## config.mk

```make
export PLATFORM = sky130hd
export DESIGN_NAME = fetch_ctrl_flat
export DESIGN_NICKNAME = d
export VERILOG_FILES = /design/src/rtl/pipeline_pkg.sv /design/src/rtl/fetch_ctrl_if.sv /design/src/rtl/fetch_skid_buf.sv /design/src/rtl/fetch_ctrl.sv /design/src/flat_wrapper.sv
export SDC_FILE = /design/constraint.sdc
export NUM_CORES = 1
export LEC_CHECK = 0
export BUFFER_PORTS_ARGS = -buffer_cell sky130_fd_sc_hd__buf_2
export CORE_UTILIZATION = 57
export DETAILED_ROUTE_END_ITERATION = 10
export GPL_TIMING_DRIVEN = 0
export PLACE_DENSITY = 0.78
export SLEW_MARGIN = 15
export SYNTH_ARGS = -nofsm -noshare
export SYNTH_HDL_FRONTEND = slang
export SYNTH_SLANG_ARGS = --single-unit
```

## constraint.sdc

```tcl
create_clock -name clk -period 8.05 [get_ports clk]
set_input_delay 0.805 -clock clk [delete_from_list [all_inputs] [get_ports clk]]
set_output_delay 0.805 -clock clk [all_outputs]
set_load 0.01 [all_outputs]
```

## src/rtl/pipeline_pkg.sv

```systemverilog
`default_nettype none
// ============================================================================
// Module   : pipeline_pkg
// Purpose  : Shared pipeline types and constants for the fetch front end:
//            data width, instruction size, fetch FSM state encoding, default
//            reset PC and small PC arithmetic helpers.
// Ports    : none (package)
// Revision : 1.0 - initial release
// ============================================================================
package pipeline_pkg;

  localparam int XLEN        = 32;
  localparam int INSTR_BYTES = 4;

  localparam logic [XLEN-1:0] RESET_PC_DEFAULT = 32'h0000_0000;

  typedef enum logic [1:0] {
    BOOT = 2'd0,
    REQ  = 2'd1,
    HOLD = 2'd2,
    KILL = 2'd3
  } fetch_state_t;

  // Sequential successor; wraps modulo 2^XLEN.
  function automatic logic [XLEN-1:0] pc_inc(input logic [XLEN-1:0] pc);
    return pc + XLEN'(INSTR_BYTES);
  endfunction

  // Word-align a redirect target by clearing the low byte-offset bits.
  function automatic logic [XLEN-1:0] pc_align(input logic [XLEN-1:0] pc);
    return pc & ~XLEN'(INSTR_BYTES - 1);
  endfunction

endpackage
`default_nettype wire

```

## src/rtl/fetch_ctrl_if.sv

```systemverilog
`default_nettype none
// ============================================================================
// Module   : fetch_ctrl_if
// Purpose  : Instruction-memory request/ready bus between the fetch
//            sequencer (master) and instruction memory (slave).
// Signals  : imem_req   - request valid (master -> slave)
//            imem_addr  - word-aligned request address (master -> slave)
//            imem_ready - request accepted, rdata valid (slave -> master)
//            imem_rdata - instruction word (slave -> master)
// Revision : 1.0 - initial release
// ============================================================================
interface fetch_ctrl_if;
  import pipeline_pkg::*;

  logic            imem_req;
  logic [XLEN-1:0] imem_addr;
  logic            imem_ready;
  logic [XLEN-1:0] imem_rdata;

  modport master (
    output imem_req,
    output imem_addr,
    input  imem_ready,
    input  imem_rdata
  );

  modport slave (
    input  imem_req,
    input  imem_addr,
    output imem_ready,
    output imem_rdata
  );

endinterface
`default_nettype wire

```

## src/rtl/fetch_skid_buf.sv

```systemverilog
`default_nettype none
// ============================================================================
// Module   : fetch_skid_buf
// Purpose  : One-entry {pc, instr} buffer that catches a fetch response
//            accepted while the IF slot is stalled.
// Ports    : clk, reset (async, active-high)
//            load, load_pc, load_instr - capture an entry
//            drain                    - entry moved out, mark empty
//            clear                    - flush (redirect), mark empty
//            buf_valid, buf_pc, buf_instr - stored entry
// Revision : 1.0 - initial release
// ============================================================================
module fetch_skid_buf
  import pipeline_pkg::*;
(
  input  wire logic            clk,
  input  wire logic            reset,
  input  wire logic            load,
  input  wire logic [XLEN-1:0] load_pc,
  input  wire logic [XLEN-1:0] load_instr,
  input  wire logic            drain,
  input  wire logic            clear,
  output logic                 buf_valid,
  output logic [XLEN-1:0]      buf_pc,
  output logic [XLEN-1:0]      buf_instr
);

  logic            valid_q, valid_d;
  logic [XLEN-1:0] pc_q,    pc_d;
  logic [XLEN-1:0] instr_q, instr_d;

  always_comb begin
    valid_d = valid_q;
    pc_d    = pc_q;
    instr_d = instr_q;
    if (load) begin
      valid_d = 1'b1;
      pc_d    = load_pc;
      instr_d = load_instr;
    end else if (drain) begin
      valid_d = 1'b0;
    end
    // Clear wins: a flush discards whatever was caught this cycle too.
    if (clear) begin
      valid_d = 1'b0;
    end
  end

  always_ff @(posedge clk or posedge reset) begin
    if (reset) begin
      valid_q <= 1'b0;
      pc_q    <= '0;
      instr_q <= '0;
    end else begin
      valid_q <= valid_d;
      pc_q    <= pc_d;
      instr_q <= instr_d;
    end
  end

  assign buf_valid = valid_q;
  assign buf_pc    = pc_q;
  assign buf_instr = instr_q;

endmodule
`default_nettype wire

```

## src/rtl/fetch_ctrl.sv

```systemverilog
`default_nettype none
// ============================================================================
// Module   : fetch_ctrl
// Purpose  : Fetch sequencer. Owns the PC, issues single-outstanding
//            requests to instruction memory, presents instructions to decode
//            through a valid/stall slot and applies EX redirects, killing an
//            in-flight request without aborting its handshake.
// Ports    : clk, reset (async, active-high)
//            stall                       - decode cannot accept
//            redirect_valid, redirect_pc - taken branch/jump from EX
//            imem (fetch_ctrl_if.master) - instruction memory bus
//            if_valid, if_pc, if_instr, if_next_pc - IF output slot
// Revision : 1.0 - initial release
// ============================================================================
module fetch_ctrl
  import pipeline_pkg::*;
#(
  parameter logic [XLEN-1:0] RESET_PC = RESET_PC_DEFAULT
) (
  input  wire logic            clk,
  input  wire logic            reset,
  input  wire logic            stall,
  input  wire logic            redirect_valid,
  input  wire logic [XLEN-1:0] redirect_pc,
  fetch_ctrl_if.master         imem,
  output logic                 if_valid,
  output logic [XLEN-1:0]      if_pc,
  output logic [XLEN-1:0]      if_instr,
  output logic [XLEN-1:0]      if_next_pc
);

  localparam logic [1:0] ST_BOOT = 2'(BOOT);
  localparam logic [1:0] ST_REQ  = 2'(REQ);
  localparam logic [1:0] ST_HOLD = 2'(HOLD);
  localparam logic [1:0] ST_KILL = 2'(KILL);

  logic [1:0]      state_q,      state_d;
  logic [XLEN-1:0] pc_q,         pc_d;
  logic [XLEN-1:0] pending_pc_q, pending_pc_d;
  logic            imem_req_q,   imem_req_d;
  logic            if_valid_q,   if_valid_d;
  logic [XLEN-1:0] if_pc_q,      if_pc_d;
  logic [XLEN-1:0] if_instr_q,   if_instr_d;
  logic [XLEN-1:0] if_next_pc_q, if_next_pc_d;

  logic            slot_load;
  logic [XLEN-1:0] slot_load_pc;
  logic [XLEN-1:0] slot_load_instr;
  logic            buf_load, buf_drain, buf_clear;
  logic            buf_valid;
  logic [XLEN-1:0] buf_pc, buf_instr;
  logic [XLEN-1:0] target;

  assign target = pc_align(redirect_pc);

  fetch_skid_buf u_skid (
    .clk        (clk),
    .reset      (reset),
    .load       (buf_load),
    .load_pc    (pc_q),
    .load_instr (imem.imem_rdata),
    .drain      (buf_drain),
    .clear      (buf_clear),
    .buf_valid  (buf_valid),
    .buf_pc     (buf_pc),
    .buf_instr  (buf_instr)
  );

  always_comb begin
    state_d         = state_q;
    pc_d            = pc_q;
    pending_pc_d    = pending_pc_q;
    if_valid_d      = if_valid_q;
    if_pc_d         = if_pc_q;
    if_instr_d      = if_instr_q;
    if_next_pc_d    = if_next_pc_q;
    slot_load       = 1'b0;
    slot_load_pc    = pc_q;
    slot_load_instr = imem.imem_rdata;
    buf_load        = 1'b0;
    buf_drain       = 1'b0;
    buf_clear       = 1'b0;

    // Decode consumes the slot; a load below overrides this.
    if (if_valid_q && !stall) begin
      if_valid_d = 1'b0;
    end

    case (state_q)
      ST_BOOT: begin
        state_d = ST_REQ;
        if (redirect_valid) begin
          pc_d = target;
        end
      end
      ST_REQ: begin
        if (redirect_valid) begin
          if (imem.imem_ready) begin
            pc_d = target;
          end else begin
            // Handshake must complete at the old address; remember target.
            pending_pc_d = target;
            state_d      = ST_KILL;
          end
        end else if (imem.imem_ready) begin
          pc_d = pc_inc(pc_q);
          if (!if_valid_q || !stall) begin
            slot_load = 1'b1;
          end else begin
            buf_load = 1'b1;
            state_d  = ST_HOLD;
          end
        end
      end
      ST_HOLD: begin
        if (redirect_valid) begin
          pc_d    = target;
          state_d = ST_REQ;
        end else if (!stall) begin
          slot_load       = 1'b1;
          slot_load_pc    = buf_pc;
          slot_load_instr = buf_instr;
          buf_drain       = buf_valid;
          state_d         = ST_REQ;
        end
      end
      ST_KILL: begin
        if (imem.imem_ready) begin
          pc_d    = redirect_valid ? target : pending_pc_q;
          state_d = ST_REQ;
        end else if (redirect_valid) begin
          pending_pc_d = target;
        end
      end
      default: begin
        state_d = ST_BOOT;
      end
    endcase

    if (slot_load) begin
      if_valid_d   = 1'b1;
      if_pc_d      = slot_load_pc;
      if_instr_d   = slot_load_instr;
      if_next_pc_d = pc_inc(slot_load_pc);
    end

    // Flush has priority over any load or hold decided above.
    if (redirect_valid) begin
      if_valid_d = 1'b0;
      buf_clear  = 1'b1;
    end

    imem_req_d = (state_d == ST_REQ) || (state_d == ST_KILL);
  end

  always_ff @(posedge clk or posedge reset) begin
    if (reset) begin
      state_q      <= ST_BOOT;
      pc_q         <= RESET_PC;
      pending_pc_q <= RESET_PC;
      imem_req_q   <= 1'b0;
      if_valid_q   <= 1'b0;
      if_pc_q      <= '0;
      if_instr_q   <= '0;
      if_next_pc_q <= '0;
    end else begin
      state_q      <= state_d;
      pc_q         <= pc_d;
      pending_pc_q <= pending_pc_d;
      imem_req_q   <= imem_req_d;
      if_valid_q   <= if_valid_d;
      if_pc_q      <= if_pc_d;
      if_instr_q   <= if_instr_d;
      if_next_pc_q <= if_next_pc_d;
    end
  end

  // pc_q stays at the outstanding address in REQ and KILL, so it doubles as
  // the registered request address.
  assign imem.imem_req  = imem_req_q;
  assign imem.imem_addr = pc_q;

  assign if_valid   = if_valid_q;
  assign if_pc      = if_pc_q;
  assign if_instr   = if_instr_q;
  assign if_next_pc = if_next_pc_q;

endmodule
`default_nettype wire

```

## src/flat_wrapper.sv

```systemverilog
// flat-port wrapper written by rule: the top's interface ports become plain ports
module fetch_ctrl_flat import pipeline_pkg::*;
#(
  parameter logic [XLEN-1:0] RESET_PC = RESET_PC_DEFAULT
)
  (clk, reset, stall, redirect_valid, redirect_pc, if_valid, if_pc, if_instr, if_next_pc, imem_imem_req, imem_imem_addr, imem_imem_ready, imem_imem_rdata);
  fetch_ctrl_if imem_i ();
  input  wire logic clk;
  input  wire logic reset;
  input  wire logic stall;
  input  wire logic redirect_valid;
  input  wire logic [XLEN-1:0] redirect_pc;
  output logic if_valid;
  output logic [XLEN-1:0] if_pc;
  output logic [XLEN-1:0] if_instr;
  output logic [XLEN-1:0] if_next_pc;
  output wire logic [$bits(imem_i.imem_req)-1:0] imem_imem_req;
  output wire logic [$bits(imem_i.imem_addr)-1:0] imem_imem_addr;
  input wire logic [$bits(imem_i.imem_ready)-1:0] imem_imem_ready;
  input wire logic [$bits(imem_i.imem_rdata)-1:0] imem_imem_rdata;
  assign imem_imem_req = imem_i.imem_req;
  assign imem_imem_addr = imem_i.imem_addr;
  assign imem_i.imem_ready = imem_imem_ready;
  assign imem_i.imem_rdata = imem_imem_rdata;
  fetch_ctrl #(.RESET_PC(RESET_PC)) u_core (.clk(clk), .reset(reset), .stall(stall), .redirect_valid(redirect_valid), .redirect_pc(redirect_pc), .imem(imem_i), .if_valid(if_valid), .if_pc(if_pc), .if_instr(if_instr), .if_next_pc(if_next_pc));
endmodule
```

==> out/qor.tcl, run 1 <==
set qor(ios) 199
set qor(syn_nets) 1282
set qor(instance_count_of_the_mapped_netlist) 1206
set qor(drv_cap) 0
set qor(asyncSetResetFlopFracSynth_pct) 100
set qor(worstPathRequired_ps) 8440
set qor(avgSynthCellArea_sq_um) 9.70
set qor(global_route_wire_length_before_repair_mm) 57.0
set qor(peakVddDrop_mv) 0.261
set qor(worst_setup_path_end_kind) {register}
set qor(initial_antenna_violation_count) 0
set qor(layout-drive-gt1-share_pct) 26.3
set qor(final.period_utilization_pct) 72.6
set qor(worst_slew_margin_rel_pct) 24.7
set qor(min_path_type) {primary input to async pin}
set qor(areaGrowthSynthToFinish_pct) 19.3
set qor(std_cell_rows) 52
set qor(setup_repair_after_global_routing_missed_its_margin) {no}
set qor(cts_hold_buf) 0
set qor(detailedRoute.firstIterationViolations) 1014
set qor(powerDensity_nw_per_um2) 400
set qor(final_design_area_no_fill_sq_um) 14000
set qor(ys_top_cells_by_area) {dfrtp_1 (48%), mux2_2 (11%), nand2_1 (6.7%)}
set qor(synth_ff_type) {dfrtp_1}
set qor(initial_utilization_pct) 58.0
set qor(path_clk_slew_ps) 60
set qor(cts_tree) {done}
set qor(clock_sinks) 225
set qor(grt_residual_overflow) 0
set qor(sequential_to_total_area_share_from_yosys_stat_pct) 48.1
set qor(final_antenna_net_count) 0
set qor(dieHeight_microns) 145
set qor(power.share.clock_pct) 22.0
set qor(place_congestion) 0.967
set qor(detail_route.wirelength_mm) 35.8
set qor(detailroute.via_count) 10700
set qor(design.core.area_sq_um) 20200
set qor(finalHoldViolCount) 0
set qor(post_cts.repair.setup_buffers) 0
set qor(timing_worst_setup_path_type) {register to register}
set qor(netlist_top_cells_count) {dfrtp_1 (225), nand2_1 (209), mux2_2 (110)}
set qor(post_synth_instance_area_sq_um) 11700
set qor(gr-usage-all-layers_pct) 34.1
set qor(synth_top_cell_by_area) {dfrtp_1}
set qor(cell_leakage_power_nw) 6.54
set qor(worst-slew-pin-transition_ps) 1130
set qor(insertedDiodeCount) 0
set qor(yosys.cell_count.top_type) {dfrtp_1}
set qor(insertion_delay_ps) 530
set qor(yosysWarnings) 0
set qor(first_global_vias) 10200
set qor(drt_drc_violations_left) 0
set qor(cp-start-kind) {register}
set qor(grt_max_degree) 117
set qor(cts-buffers-inserted) 24
set qor(power.switching_fraction_pct) 40.4
set qor(p_int_mw) 3.32
set qor(library_cells_used_by_synthesis) 73
set qor(yosys.area.top_type_share_pct) 48.1
set qor(switching_power_mw) 2.26
set qor(cts_htree_levels) 1
set qor(ctsLongestPathBuffers) 3
set qor(share_comb_of_total_power_pct) 41.4
set qor(post_dp_cell_area_sq_um) 13100
set qor(worst_clock_skew_ps) 9.50
set qor(clock_tree.root_cell) {clkbuf_16}
set qor(run_status) {finished, final reports clean}
set qor(sequentialPowerShare_pct) 36.5
set qor(dr.pass1.iters) 5
set qor(clock.fmax_mhz) 171
set qor(synth_enable_flop_cells) 0
set qor(finalPower_mw) 5.58
set qor(timing.critical_path.arrival_ps) 6230
set qor(die_width_microns) 145
set qor(final.min_clock_period_ps) 5850
set qor(num-nets-final) 1504
set qor(slew_violations) 0
set qor(cts_resized) 0
set qor(dpl.hpwl_mm) 25.9
set qor(viasPerCell) 6.22
set qor(die-area_sq_um) 21100
set qor(buffers_added_on_ports) 194
set qor(detail_route.wl_per_cell_microns) 20.9
set qor(finalSetupViolations) 0
set qor(ys_seq_elements) 225
set qor(largest_driver_fanout_on_the_critical_path) 10
==> metal layers <==
layer / routed length [microns] / up-vias / GRT usage, % / share of wire [%]
met1: 15500 / 5193 / 49.4 / 43
li1: - / 4828 / - / -
met2: 16000 / 573 / 52.4 / 45
met5: 0 / - / 0 / 0
met3: 2970 / 87 / 4.25 / 8.3
met4: 1330 / 0 / 13.2 / 3.7
==> layout make-up <==
type | count | area, sq um
Buffer | 94 | 394
Clock buffer | 32 | 692
Clock inverter | 12 | 195
Fill cell | 1573 | 6210
Inverter | 12 | 52.6
Multi-Input combinational cell | 875 | 5630
Sequential cell | 225 | 5630
Tap cell | 270 | 338
Timing Repair Buffer | 196 | 1030
==> registers in the layout, indices dropped and copies added (netlist names) <==
register,flops
u_core.imem.imem_addr,32
u_core.u_skid.buf_pc,32
u_core.if_pc,32
u_core.state_q,2
u_core.if_instr,32
u_core.if_next_pc,30
u_core.pending_pc_q,32
u_core.u_skid.buf_instr,32
u_core.if_valid,1
==> metrics by stage <==
stage	hold slack (ps)	cells	worst slack, ps	util, %	setup TNS (ps)
2_1_floorplan	464	1206	1080	-	0
6_report	158	1716	2200	69.2	0
4_1_cts	148	1716	2350	69.2	0
3_3_place_gp	455	1670	-1440	64.5	-319800
5_1_grt	161	1716	1890	69.2	0
3_5_place_dp	462	1672	2390	64.8	0
==> layout by cell type (no fill, tap or decap), types with 7 or more instances in the layout <==
master,count
nor2_1,90
buf_1,8
a31oi_1,48
mux2_2,110
nand4_1,18
buf_2,215
a211oi_1,7
inv_1,11
ha_1,7
dfrtp_1,225
clkbuf_1,65
a21o_1,15
a221oi_1,15
nor4_1,19
nor3_1,22
xor2_1,9
o31ai_1,8
a22oi_1,7
o21ai_0,82
mux2i_1,33
nand2_1,209
clkbuf_16,25
xnor2_1,15
nand3_1,27
a21oi_1,29
==> path summary, 6_finish.rpt <==
| check | startpoint | endpoint | slack, ps | cells after the start |
|---|---|---|---|---|
| max | u_core.state_q[0]$_DFF_PP0_ | u_core.if_next_pc[22]$_DFFE_PP0P_ | 2200 | 17 |
| min | reset | u_core.if_next_pc[14]$_DFFE_PP0P_ | 160 | 2 |
| max reg2reg | u_core.state_q[0]$_DFF_PP0_ | u_core.if_next_pc[22]$_DFFE_PP0P_ | 2200 | 17 |
| min reg2reg | u_core.if_pc[19]$_DFFE_PP0P_ | u_core.if_pc[19]$_DFFE_PP0P_ | 470 | 1 |
| max in group asynchronous | reset | u_core.if_pc[10]$_DFFE_PP0P_ | 7140 | 3 |
| min in group clk | u_core.if_pc[19]$_DFFE_PP0P_ | u_core.if_pc[19]$_DFFE_PP0P_ | 470 | 1 |
==> power by group through the flow <==
stage	registers, mW	logic (mW)	clock network [mW]
after global routing	2.09	2.52	1.29
after floorplan	2.06	1.36	0
final	2.04	2.31	1.23
after detailed placement	2.04	2.26	0
after CTS	2.02	2.28	1.24
after global placement	2.01	2.20	0
==> worst max-delay path, stage by stage (launching register included) <==
cell	delay, ps
dfrtp_1	440
inv_1	160
ha_1	370
nor3b_1	680
buf_2	350
buf_2	280
buf_2	280
buf_2	280
nand2_1	80
nand2_1	120
ha_1	160
clkbuf_1	370
nand4_1	260
nor4_1	870
o22ai_1	310
clkbuf_1	310
o21ai_0	250
o311ai_1	120
==> cells by family after synthesis <==
kind of cell / share of synthesized area, %
muxes: 13.4
and+or+nand+nor: 16.1
DFF: 48.1
adders and majority gates: 0.749
xor gates and xnor gates: 1.80
buffers and inverters: 3.75
AOI/OAI and AO/OA: 16.1
Power figures use the tool's default switching activity.
==> run 2, diff against run 1 <==
--- a/config.mk
+++ b/config.mk
@@ -6,10 +6,10 @@
 export NUM_CORES = 1
 export LEC_CHECK = 0
 export BUFFER_PORTS_ARGS = -buffer_cell sky130_fd_sc_hd__buf_2
-export CORE_UTILIZATION = 57
+export CORE_UTILIZATION = 51
 export DETAILED_ROUTE_END_ITERATION = 10
 export GPL_TIMING_DRIVEN = 0
-export PLACE_DENSITY = 0.78
+export PLACE_DENSITY = 0.73
 export SLEW_MARGIN = 15
 export SYNTH_ARGS = -nofsm -noshare
 export SYNTH_HDL_FRONTEND = slang
==> constraint.sdc (replaced) <==
create_clock -name clk -period 4.8 [get_ports clk]
set_input_delay 0.48 -clock clk [delete_from_list [all_inputs] [get_ports clk]]
set_output_delay 0.48 -clock clk [all_outputs]
set_load 0.01 [all_outputs]
==> out/qor.tcl, run 2 (synthesis results as in run 1) <==
set qor(run_status) {finished with violations}
set qor(failed_checks) {DRC}
set qor(die-area_sq_um) 23500
set qor(clock.fmax_mhz) 223
set qor(final.min_clock_period_ps) 4490
set qor(p_int_mw) 5.47
set qor(cts-buffers-inserted) 25
set qor(finalHoldViolCount) 0
set qor(dieHeight_microns) 153
set qor(share_comb_of_total_power_pct) 42.0
set qor(powerDensity_nw_per_um2) 658
set qor(areaGrowthSynthToFinish_pct) 20.2
set qor(worst_clock_skew_ps) 11.8
set qor(fin_hold_ws_ps) 196
set qor(min_path_type) {primary input to register}
set qor(insertedDiodeCount) 0
set qor(path_clk_slew_ps) 60
set qor(power.share.clock_pct) 21.1
set qor(dr.pass1.iters) 9
set qor(buffers_added_on_ports) 194
set qor(worst_setup_path_end_kind) {register}
set qor(power.switching_fraction_pct) 40.8
set qor(cts_htree_levels) 1
set qor(initial_antenna_violation_count) 0
set qor(num-nets-final) 1512
set qor(first_global_vias) 9884
set qor(std_cell_rows) 55
set qor(cts_tree) {done}
set qor(worstPathRequired_ps) 5190
set qor(global_route_wire_length_before_repair_mm) 56.3
set qor(final_antenna_net_count) 0
set qor(dpl.hpwl_mm) 26.9
set qor(grt_residual_overflow) 0
set qor(design.core.area_sq_um) 22600
set qor(cp-start-kind) {register}
set qor(insertion_delay_ps) 530
set qor(grt_max_degree) 36
set qor(final_design_area_no_fill_sq_um) 14100
set qor(clock_sinks) 225
set qor(viasPerCell) 5.99
set qor(mostFrequentLayoutCells) {dfrtp_1 (225), buf_2 (215), nand2_1 (209), mux2_2 (110), nor2_1 (90)}
set qor(finalPower_mw) 9.25
set qor(detailedRoute.firstIterationViolations) 820
set qor(ios) 199
set qor(placed_cells) 1692
set qor(detail_route.wl_per_cell_microns) 20.8
set qor(worst_slew_margin_rel_pct) 28.4
set qor(layout-drive-gt1-share_pct) 26.8
set qor(cell_leakage_power_nw) 6.56
set qor(finalSetupViolations) 0
set qor(initial_utilization_pct) 51.8
set qor(die_width_microns) 153
set qor(worst-slew-pin-transition_ps) 1070
set qor(setup_repair_after_global_routing_missed_its_margin) {no}
set qor(gr-usage-all-layers_pct) 30.5
set qor(drv_cap) 0
set qor(peakVddDrop_mv) 0.376
set qor(drt_drc_violations_left) 2
set qor(clock_tree.root_cell) {clkbuf_16}
set qor(post_dp_cell_area_sq_um) 13200
set qor(ctsLongestPathBuffers) 3
set qor(final_cell_count_no_fill) 1738
set qor(switching_power_mw) 3.77
set qor(final.period_utilization_pct) 93.5
set qor(place_congestion) 0.965
set qor(sequentialPowerShare_pct) 37.0
set qor(timing.critical_path.arrival_ps) 4870
set qor(final_common_cell) {dfrtp_1}
set qor(timing_worst_setup_path_type) {register to register}
set qor(slew_violations) 0
set qor(setup-tns-final_ps) 0
set qor(largest_driver_fanout_on_the_critical_path) 10
set qor(detail_route.wirelength_mm) 36.1
set qor(detailroute.via_count) 10400
## run 2: path summary, 6_finish.rpt
path	from	endpoint	slack (ps)	depth (start not counted)
setup reg to reg	u_core.state_q[0]$_DFF_PP0_	u_core.if_next_pc[22]$_DFFE_PP0P_	310	16
setup / recovery	u_core.state_q[0]$_DFF_PP0_	u_core.if_next_pc[22]$_DFFE_PP0P_	310	16
hold reg to reg	u_core.if_pc[26]$_DFFE_PP0P_	u_core.if_pc[26]$_DFFE_PP0P_	470	1
min in group asynchronous	reset	u_core.u_skid.buf_pc[17]$_DFFE_PP0P_	510	3
hold / removal	imem_imem_rdata[0]	u_core.u_skid.buf_instr[0]$_DFFE_PP0P_	200	2
max in group asynchronous	reset	u_core.pending_pc_q[0]$_DFFE_PP0P_	3320	6
## run 2: metrics by stage
stage | setup WS, ps | util (%)
floorplan | 826 | -
global placement | -813 | 57.7
detailed placement | -866 | 58.3
CTS | 88.5 | 62.2
global route | 40.0 | 62.3
finish | 311 | 62.3
## run 2: layout make-up
cell class	count	area, sq um
Multi-Input combinational cell	875	5660
Clock buffer	38	744
Tap cell	285	357
Sequential cell	225	5630
Timing Repair Buffer	205	1140
Clock inverter	6	88.8
Inverter	12	48.8
Fill cell	1935	8510
Buffer	92	387
## run 2: power groups by stage
| stage | combinational [mW] | clock [mW] | sequential, mW |
|---|---|---|---|
| after floorplan | 2.27 | 0 | 3.46 |
| after global placement | 3.71 | 0 | 3.39 |
| after detailed placement | 3.80 | 0 | 3.43 |
| after CTS | 3.84 | 1.97 | 3.40 |
| after global routing | 4.21 | 2.05 | 3.51 |
| final | 3.88 | 1.95 | 3.42 |
## run 2: repair_timing
item,in CTS,in global routing
buffers inserted,0,3
hold buffers,1,0
hold endpoints to repair,15,0
endpoints found under the setup margin,10,6
pin swaps,0,1
gates resized for setup,5,1
cloned,0,0
## run 2: worst max-delay path, cell delays in order, from the launching register on
cell	delay (ps)
dfrtp_1	430
inv_1	160
ha_2	310
nor3b_4	260
buf_2	260
buf_2	300
buf_2	270
buf_2	280
nand2_1	80
nand2_1	130
ha_2	330
nand4_1	250
nor4_4	440
o22ai_1	190
clkbuf_1	280
o21ai_0	230
o311ai_1	130
## run 2: routing by layer
layer  track usage, %  up-vias  wire, microns
li1                 -     4823              -
met1             43.0     5043          15800
met2             48.0      477          16500
met3             4.62       67           2740
met4             11.0        0           1030
met5                0        -              0
